$ cat config.mk
export PLATFORM = sky130hd
export DESIGN_NAME = stopwatch_core
export DESIGN_NICKNAME = d
export VERILOG_FILES = /design/src/rtl/stopwatch_pkg.sv /design/src/rtl/stopwatch_core_bcd2_counter.sv /design/src/rtl/stopwatch_core.sv
export SDC_FILE = /design/constraint.sdc
export NUM_CORES = 1
export LEC_CHECK = 0
export BUFFER_PORTS_ARGS = -buffer_cell sky130_fd_sc_hd__buf_2
export CORE_ASPECT_RATIO = 1.1
export CORE_UTILIZATION = 45
export DETAILED_ROUTE_END_ITERATION = 10
export GPL_TIMING_DRIVEN = 0
export HOLD_SLACK_MARGIN = 0.12
export PLACE_DENSITY = 0.68
export SLEW_MARGIN = 20
export SYNTH_ARGS = -nofsm -noshare
export SYNTH_HDL_FRONTEND = slang
export SYNTH_SLANG_ARGS = --single-unit
$ cat constraint.sdc
create_clock -name clk -period 2.1 [get_ports clk]
set_clock_uncertainty 0.1 [all_clocks]
set_input_delay 0.42 -clock clk [delete_from_list [all_inputs] [get_ports clk]]
set_output_delay 0.42 -clock clk [all_outputs]
set_load 0.05 [all_outputs]
$ cat src/rtl/stopwatch_pkg.sv
// Shared types and helpers for the mm:ss stopwatch core: FSM states, BCD digit/pair types,
// and a compile-time integer-to-BCD converter used to build the wrap limits.
package stopwatch_pkg;

  typedef enum logic [1:0] {
    STOP    = 2'd0,
    RUN     = 2'd1,
    ADJUST  = 2'd2,
    EXPIRED = 2'd3
  } state_e;

  typedef logic [3:0] bcd_digit_t;
  typedef logic [7:0] bcd2_t;

  localparam bcd2_t BCD_ZERO = 8'h00;

  function automatic bcd2_t to_bcd2(input int v);
    bcd_digit_t tens;
    bcd_digit_t ones;
    tens = bcd_digit_t'(v / 10);
    ones = bcd_digit_t'(v % 10);
    return {tens, ones};
  endfunction

endpackage

$ cat src/rtl/stopwatch_core_bcd2_counter.sv
// Two-digit BCD up/down counter wrapping between 00 and a BCD limit.
// carry/borrow are combinational so a cascaded stage steps in the same cycle.
module bcd2_counter
  import stopwatch_pkg::*;
(
  input  logic  clk,
  input  logic  rst_n,
  input  logic  inc,
  input  logic  dec,
  input  logic  zero,
  input  bcd2_t limit,
  output bcd2_t value,
  output logic  carry,
  output logic  borrow
);

  bcd2_t value_q;
  bcd2_t value_d;

  always_comb begin
    value_d = value_q;
    carry   = ~zero & inc & (value_q == limit);
    borrow  = ~zero & ~inc & dec & (value_q == BCD_ZERO);
    if (zero) begin
      value_d = BCD_ZERO;
    end else if (inc) begin
      if (value_q == limit)             value_d = BCD_ZERO;
      else if (value_q[3:0] == 4'd9)    value_d = {value_q[7:4] + 4'd1, 4'd0};
      else                              value_d = {value_q[7:4], value_q[3:0] + 4'd1};
    end else if (dec) begin
      if (value_q == BCD_ZERO)          value_d = limit;
      else if (value_q[3:0] == 4'd0)    value_d = {value_q[7:4] - 4'd1, 4'd9};
      else                              value_d = {value_q[7:4], value_q[3:0] - 4'd1};
    end
  end

  always_ff @(posedge clk or negedge rst_n) begin
    if (!rst_n) value_q <= BCD_ZERO;
    else        value_q <= value_d;
  end

  assign value = value_q;

endmodule

$ cat src/rtl/stopwatch_core.sv
// mm:ss stopwatch/timer with count-down expiry and adjust mode; BCD outputs.
// Optional lap-freeze display is built only when STOPWATCH_LAP_EN is defined.
module stopwatch_core
  import stopwatch_pkg::*;
#(
  parameter int MIN_LIMIT = 99,
  parameter int SEC_LIMIT = 59
) (
  input  logic       clk,
  input  logic       rst_n,
  input  logic       tick_run,
  input  logic       tick_adj,
  input  logic       start_stop,
  input  logic       clear,
  input  logic       adj,
  input  logic       sel,
  input  logic       dir,
  input  logic       lap,
  output logic [7:0] min_bcd,
  output logic [7:0] sec_bcd,
  output logic       running,
  output logic       alarm,
  output logic       lap_active
);

  localparam bcd2_t MIN_LIM_BCD = to_bcd2(MIN_LIMIT);
  localparam bcd2_t SEC_LIM_BCD = to_bcd2(SEC_LIMIT);

  state_e state_q, state_d;
  logic   start_prev_q, clear_prev_q;
  logic   start_rise, clear_rise;
  logic   sec_inc, sec_dec, sec_carry, sec_borrow;
  logic   min_inc, min_dec, min_carry, min_borrow;
  logic   adj_min_tick, run_step, cnt_zero, time_zero;
  bcd2_t  sec_val, min_val;

  // History resets high so a level already asserted at reset release is not an edge.
  always_ff @(posedge clk or negedge rst_n) begin
    if (!rst_n) begin
      state_q      <= STOP;
      start_prev_q <= 1'b1;
      clear_prev_q <= 1'b1;
    end else begin
      state_q      <= state_d;
      start_prev_q <= start_stop;
      clear_prev_q <= clear;
    end
  end

  assign start_rise = start_stop & ~start_prev_q;
  assign clear_rise = clear & ~clear_prev_q;
  assign time_zero  = (min_val == BCD_ZERO) && (sec_val == BCD_ZERO);

  always_comb begin
    state_d      = state_q;
    sec_inc      = 1'b0;
    sec_dec      = 1'b0;
    adj_min_tick = 1'b0;
    run_step     = 1'b0;
    cnt_zero     = 1'b0;
    if (clear_rise) begin
      cnt_zero = 1'b1;
      state_d  = adj ? ADJUST : STOP;
    end else if (adj) begin
      state_d = ADJUST;
      if (tick_adj) begin
        if (sel) sec_inc      = 1'b1;
        else     adj_min_tick = 1'b1;
      end
    end else begin
      case (state_q)
        ADJUST: state_d = STOP;
        STOP: begin
          if (start_rise && !(dir && time_zero)) state_d = RUN;
        end
        RUN: begin
          if (tick_run) begin
            run_step = 1'b1;
            if (dir) sec_dec = 1'b1;
            else     sec_inc = 1'b1;
          end
          if (start_rise) state_d = STOP;
          // Stepping down from 00:01 lands on 00:00 this cycle.
          if (tick_run && dir && (min_val == BCD_ZERO) && (sec_val == 8'h01))
            state_d = EXPIRED;
        end
        EXPIRED: begin
          if (start_rise) state_d = STOP;
        end
        default: state_d = STOP;
      endcase
    end
  end

  // Seconds wrap in ADJUST must not ripple into minutes, hence the run_step gate.
  assign min_inc = adj_min_tick | (run_step & sec_carry);
  assign min_dec = run_step & sec_borrow;

  bcd2_counter u_sec (
    .clk    (clk),
    .rst_n  (rst_n),
    .inc    (sec_inc),
    .dec    (sec_dec),
    .zero   (cnt_zero),
    .limit  (SEC_LIM_BCD),
    .value  (sec_val),
    .carry  (sec_carry),
    .borrow (sec_borrow)
  );

  bcd2_counter u_min (
    .clk    (clk),
    .rst_n  (rst_n),
    .inc    (min_inc),
    .dec    (min_dec),
    .zero   (cnt_zero),
    .limit  (MIN_LIM_BCD),
    .value  (min_val),
    .carry  (min_carry),
    .borrow (min_borrow)
  );

  logic unused_min_flags;
  assign unused_min_flags = min_carry ^ min_borrow;

  assign running = (state_q == RUN) & ~adj;
  assign alarm   = (state_q == EXPIRED);

`ifdef STOPWATCH_LAP_EN
  logic  lap_prev_q, lap_rise;
  logic  lap_active_q, lap_active_d;
  bcd2_t hold_min_q, hold_min_d, hold_sec_q, hold_sec_d;

  assign lap_rise = lap & ~lap_prev_q;

  always_comb begin
    lap_active_d = lap_active_q;
    hold_min_d   = hold_min_q;
    hold_sec_d   = hold_sec_q;
    if (clear_rise || (state_d != RUN)) begin
      lap_active_d = 1'b0;
    end else if ((state_q == RUN) && lap_rise) begin
      lap_active_d = ~lap_active_q;
      if (!lap_active_q) begin
        hold_min_d = min_val;
        hold_sec_d = sec_val;
      end
    end
  end

  always_ff @(posedge clk or negedge rst_n) begin
    if (!rst_n) begin
      lap_prev_q   <= 1'b1;
      lap_active_q <= 1'b0;
      hold_min_q   <= BCD_ZERO;
      hold_sec_q   <= BCD_ZERO;
    end else begin
      lap_prev_q   <= lap;
      lap_active_q <= lap_active_d;
      hold_min_q   <= hold_min_d;
      hold_sec_q   <= hold_sec_d;
    end
  end

  assign lap_active = lap_active_q;
  assign min_bcd    = lap_active_q ? hold_min_q : min_val;
  assign sec_bcd    = lap_active_q ? hold_sec_q : sec_val;
`else
  logic unused_lap;
  assign unused_lap = lap;
  assign lap_active = 1'b0;
  assign min_bcd    = min_val;
  assign sec_bcd    = sec_val;
`endif

  min_limit_legal: assert property (@(posedge clk) (MIN_LIMIT >= 1) && (MIN_LIMIT <= 99));
  sec_limit_legal: assert property (@(posedge clk) (SEC_LIMIT >= 1) && (SEC_LIMIT <= 59));

endmodule
[After elaboration in Yosys (flattened, before gate mapping)]
Cells that the tools add are included.
Word-level totals
  input bits: 10
  logic and storage cells: 102
  output and inout bits: 19
  bits in registers: 20
Operators by class
  bitwise gates (word level): 16
  $add $sub $neg: 8
  reductions and logical operators: 18
  equal/unequal tests: 11
  multiplexer cells: 42
Operators with widths (number)
  two-way mux 8 bit: 14
  two-way mux 1 bit: 21
  adder 4 x 1 -> 4 bit, second input constant: 4
  logical NOT 8 bit: 2
  subtractor 4 x 1 -> 4 bit, second input constant: 4
  two-way mux 2 bit: 6
  bitwise AND 1 bit: 10
  == test 4 bit, second input constant: 2
  == test 8 x 1 -> 1 bit, second input constant: 1
  == test 8 x 7 -> 1 bit, second input constant: 1
  == test 8 bit, second input constant: 1
  logical NOT 4 bit: 2
  one-hot mux 2 bit (4 select lines): 1
  nonzero test 4 bit: 2
  logical AND 1 bit: 6
  AND reduction 3 bit: 2
  nonzero test 3 bit: 2
  inverter 1 bit: 5
  == test 2 bit, second input constant: 2
  != test 4 x 1 -> 1 bit, second input constant: 1
  != test 4 x 3 -> 1 bit, second input constant: 1
  != test 4 bit, second input constant: 1
  == test 2 x 1 -> 1 bit, second input constant: 1
  logical NOT 2 bit: 1
  2 further kinds: 2

[Depth between registers and ports, before layout]
  depth in word-level cells: 13
  depth in mapped cells: 8
  depth with buffers taken out: 7

[Modules after synthesis]
From an unflattened synthesis, not the netlist that was laid out.
Second synthesis, totals
  cells, all modules: 271
  area, all modules: 2188.3 sq um
Modules (own cells, without submodules)
  bcd2_counter at u_sec: sequential area each 200.2 sq um, area an instance 952.2 sq um, instances 1, cells each 115
  bcd2_counter at u_min: sequential area each 200.2 sq um, area an instance 927.1 sq um, instances 1, cells each 120
  stopwatch_core: sequential area each 102.6 sq um, area an instance 309.0 sq um, instances 1, cells each 36

[Worst setup path after synthesis]
Ideal clock, no wire load.
  path type: reg-to-reg
  start: reg u_sec.value_q[0] (netlist: u_sec.value[0])
  end: reg u_min.value_q[5] (netlist: u_min.value[5])
  data arrival time: 2254 ps
  setup slack: -379 ps
  setup time: 125 ps
  buffers on the path: 0
  period minus slack after synthesis: 2479 ps
  data required time: 1875 ps
  stages on the path, launching flop included: 7
  cell sequence: dfrtp_1 -> ha_1 -> nand3b_4 -> o41a_4 -> nor3_4 -> a21oi_2 -> mux2_4
Between the ends
  word-level cells in the longest chain between the ends: 6
  elaborated cells between the ends (all ways): 13
  classes of those cells: eq/ne (2); mux (2); bitwise (5); reduce/logical (4)
RTL lines
  from (decl): line stopwatch_core_bcd2_counter.sv:17  | bcd2_t value_q;
  from (signal assigned): line stopwatch_core_bcd2_counter.sv:39  | else value_q <= value_d;
  == test 8 x 7 -> 1 bit: line stopwatch_core_bcd2_counter.sv:22  | carry = ~zero & inc & (value_q == limit);
  bitwise AND 1 bit: line stopwatch_core_bcd2_counter.sv:22
  bitwise AND 1 bit: line stopwatch_core.sv:96  | assign min_inc = adj_min_tick | (run_step & sec_carry);
  OR 1 bit: line stopwatch_core.sv:96
  != test 4 x 1 -> 1 bit (no line) (tied with other cells)
  AND reduction 3 bit (no line) or two-way mux 8 bit (tied branches)
  to (signal assigned): line stopwatch_core_bcd2_counter.sv:39
  to (decl): line stopwatch_core_bcd2_counter.sv:17
Several ways; a longest one is shown, not always the timed one.
A chain may end at the register's enable or synchronous reset.

[Worst setup path after layout]
  start: reg u_sec.value_q[4] (netlist: u_sec.value[4])
  end: reg u_min.value_q[5] (netlist: u_min.value[5])
The elaborated chain is that of the path after synthesis.

==> metrics.md <==
| Metric | Value |
|---|---|
| Status | complete, but fails checks |
| First-pass GRT wire length | around 7.8 mm |
| MaxCap Viol Count | 0 |
| Dpl ws | -0.231 ns |
| Clock Tree Root | clkbuf_8 |
| CP Class | reg2reg |
| Post-Synth Simple-Gate Area | 28.8% |
| Gr usage total | between 20% and 30% |
| Core ar. | around 3800 um^2 |
| Multi-input logic area | approximately 1400 um^2 |
| DP Wirelength | 3.20 mm |
| DR vias/cell | 5.98 |
| Final Instance Area | between 2000 and 2500 um^2 |
| IO Count | 29 |
| Worst path cell trace | inv_2 -> ha_4 -> nor3b_4 -> nand3_2 -> or3_4 -> a21oi_4 -> mux2_4 |
| Port Buffer Count | 26 |
| Mux contribution to synthesized area | less than 1% |
| Reg2reg path depth | 7 |
| XOR/XNOR Fraction of Synth Area | less than 1% |
| Slew @ Worst Pin | 0.566 ns |
| Die area | ~4300 um^2 |
| Crit-path slowest cell | dfrtp_2 |
| Num CTS Buffers | 3 |
| CP top delay family | simple AND/OR/NAND/NOR gates |
| CTS tree | built |
| Worst Slack Setup Final | -0.0646 ns |
| Die Ht | about 70 um |
| Total number of vias | around 1900 |
| Top-count cell post-synth | dfrtp_1 |
| Setup crit end kind | flop |
| Reg2Reg Capture Point | u_min.value[5]$_DFFE_PN0P_ |
| Area occupied by registers | roughly 520 um^2 |
| Residual DRC | 0 |
| Yosys Warn Count | 0 |
| Total power per unit cell area | 1170 nW/um^2 |
| Synth unique cells | 63 |
| Share of the yosys chip area belonging to registers | 27.5% |
| Total grt overflow | 0 |
| Hold Fails Final Rpt | 0 |
| ANT nets after route | 0 |
| Lkg Pwr | ~0.0010 uW |
| Synth Area in Adders | about 9% |
| Vias in the first global route | between 1500 and 2000 |
| Post-synthesis compound-gate area fraction | roughly 28% |
| Row cnt | 23 |
| Rel. slew slack | about three fifths |
| CP startpoint kind | flop |
| Worst Hold End | clear_prev_q$_DFF_PN1_ |
| Die width | approximately 63 um |
| Nets@finish | about 290 |
| Hold Crit Class | in2reg |
| Hold path depth | 1 |
| Clock Latency Late Sink | roughly 0.26 ns |
| Post-Syn Nets | 230 |
| Seq cells post-synth | 20 |
| Initial core utilization | about half |
| RSZ-0062 raised after global routing | yes |
| Pwr Total | ~2800 uW |
| Post-Syn Instances | 207 |
| Yosys top cell by area | dfrtp_1 |
| Fillers | around 330 |
| Reg2Reg Launch Point | u_sec.value[4]$_DFFE_PN0P_ |
| GPL Wtd Cong | 0.866 |
| DR WL/cell | 15.8 um |
| Top post-synthesis cells by count | dfrtp_1, nor2_1, nand2_1 |
| Main combinational cell family by area after synthesis | simple AND/OR/NAND/NOR gates |
| Setup violations, final | 8 |
| Largest net degree at the start of global routing | 21 |
| Period utilization | 103% |
| Final core area utilization | around 65% |
| Crit Path Max Fanout | 4 |
| Slowest stage delay, CP | around 0.45 ns |
| Worst Hold Launch | clear |
| Slew Viols, Final | 0 |
| Clk slew on worst S/H paths | 0.08 ns |
| Post-route non-filler standard cell count | approximately 310 |
| Violated checks | negative setup slack |
| WP data arrival | about 2.2 ns |
| Worst vdd ir | ~0.57 mV |
| Share of layout cells above drive strength 1 | a little over two fifths |
| Number of synthesized flops with an enable pin | 0 |
| CP required | 2.15 ns |
| Area share of the largest cell type after synthesis | roughly a quarter |
| Num Clock Sinks | 20 |
| Most used DFF post-synth | dfrtp_1 |
| Tmin final | between 2 and 2.5 ns |
| CTS max path bufs | 2 |
| Htree depth | 1 |
| Antenna diodes | 0 |
| Drt pass-1 iters | 4 |
| DRT iter0 DRCs | just over 100 |
| Area grow syn2layout | 33.3% |
| Initial antenna violation count | 0 |
| Final wirelength | roughly 5.0 mm |
| Syn_area_per_cell | between 8 and 9 um^2 |
| Synth Cell Area | 1830 um^2 |
| Max frequency | ~460 MHz |
| Area after DPL | 2090 um^2 |
| Total placed cells including tap cells | approximately 280 |
| FFs w/ async S/R, synth | 100% |
| Buffers and inverters on the worst path | 1 |
| R2R Setup Slk | -0.06 ns |
| Area contributors post-synth | dfrtp_1, ha_1, nor2_1 |
[stage by stage]
stage	hold WS [ns]	setup TNS (ns)
6_report	0.176	-0.247
4_1_cts	0.174	-0.0381
3_5_place_dp	0.310	-1.74
2_1_floorplan	0.0244	-0.389
3_3_place_gp	0.306	-1.68
5_1_grt	0.164	-1.05
[report_power, final]
part	internal, uW	switching (uW)	leakage [uW]
Clock	167	139	0.0000288
Sequential	501	178	0.000244
Combinational	784	1080	0.000766
[logic make-up (layout without fill, tap and decap cells)]
logic type      after synthesis  in the layout
simple gates                 84             84
fa+ha+maj                    13             13
flops                        20             20
mux                           1              1
buf+inv                      18             74
compound gates               69             69
other cells                   1              1
xor+xnor                      1              1
[worst max-delay path by stage]
stage / start / endpoint / depth (start not counted)
6_report: u_sec.value[4]$_DFFE_PN0P_ / u_min.value[5]$_DFFE_PN0P_ / 7
5_1_grt: u_sec.value[4]$_DFFE_PN0P_ / u_min.value[6]$_DFFE_PN0P_ / 7
2_1_floorplan: u_sec.value[1]$_DFFE_PN0P_ / u_min.value[5]$_DFFE_PN0P_ / 7
3_5_place_dp: u_sec.value[0]$_DFFE_PN0P_ / u_min.value[5]$_DFFE_PN0P_ / 7
3_3_place_gp: u_sec.value[0]$_DFFE_PN0P_ / u_min.value[5]$_DFFE_PN0P_ / 7
4_1_cts: u_sec.value[5]$_DFFE_PN0P_ / u_min.value[5]$_DFFE_PN0P_ / 7
[placed cells by master (no fill, tap or decap), types with 5 or more instances in the layout]
cell type	instances
nor2_1	15
a21oi_1	10
o21ai_0	10
dfrtp_2	8
nor3_1	5
clkbuf_8	6
dfrtp_1	9
nand3_1	8
ha_1	9
buf_4	27
buf_2	26
nand2_1	13
inv_1	9
nand2b_1	6
[flip-flops by register name (all words and copies together) (netlist names)]
signal,flops
clear_prev_q,1
start_prev_q,1
state_q,2
u_min.value,8
u_sec.value,8
[cell type report]
| cell class | count | share of cell area [%] |
|---|---|---|
| plain buffers | 5 | 2.05 |
| clock buffers | 4 | 2.26 |
| inverters | 13 | 2.20 |
| multi-input cells | 169 | 56.2 |
| flip-flops and latches | 20 | 21.2 |
| well taps | 50 | 2.56 |
| repair buffers | 52 | 13.6 |
[per-layer routing]
metal / wire [um] / up-vias / GRT usage [%] / share of wire (%)
met5: 0 / - / 0 / 0
met4: 66 / 0 / 5.81 / 1.3
met3: 172 / 6 / 2.14 / 3.5
met2: 2340 / 47 / 39.4 / 47
met1: 2380 / 914 / 31.3 / 48
li1: - / 905 / - / -
[repair_timing]
item | 4_1_cts | 5_1_grt
setup endpoints to repair | 12 | 12
hold endpoints to repair | 18 | 0
resized for setup | 10 | 12
hold buffers | 1 | 0
pin swaps | 4 | 4
setup buffers | 16 | 9
(Power assumes the default switching activity.)
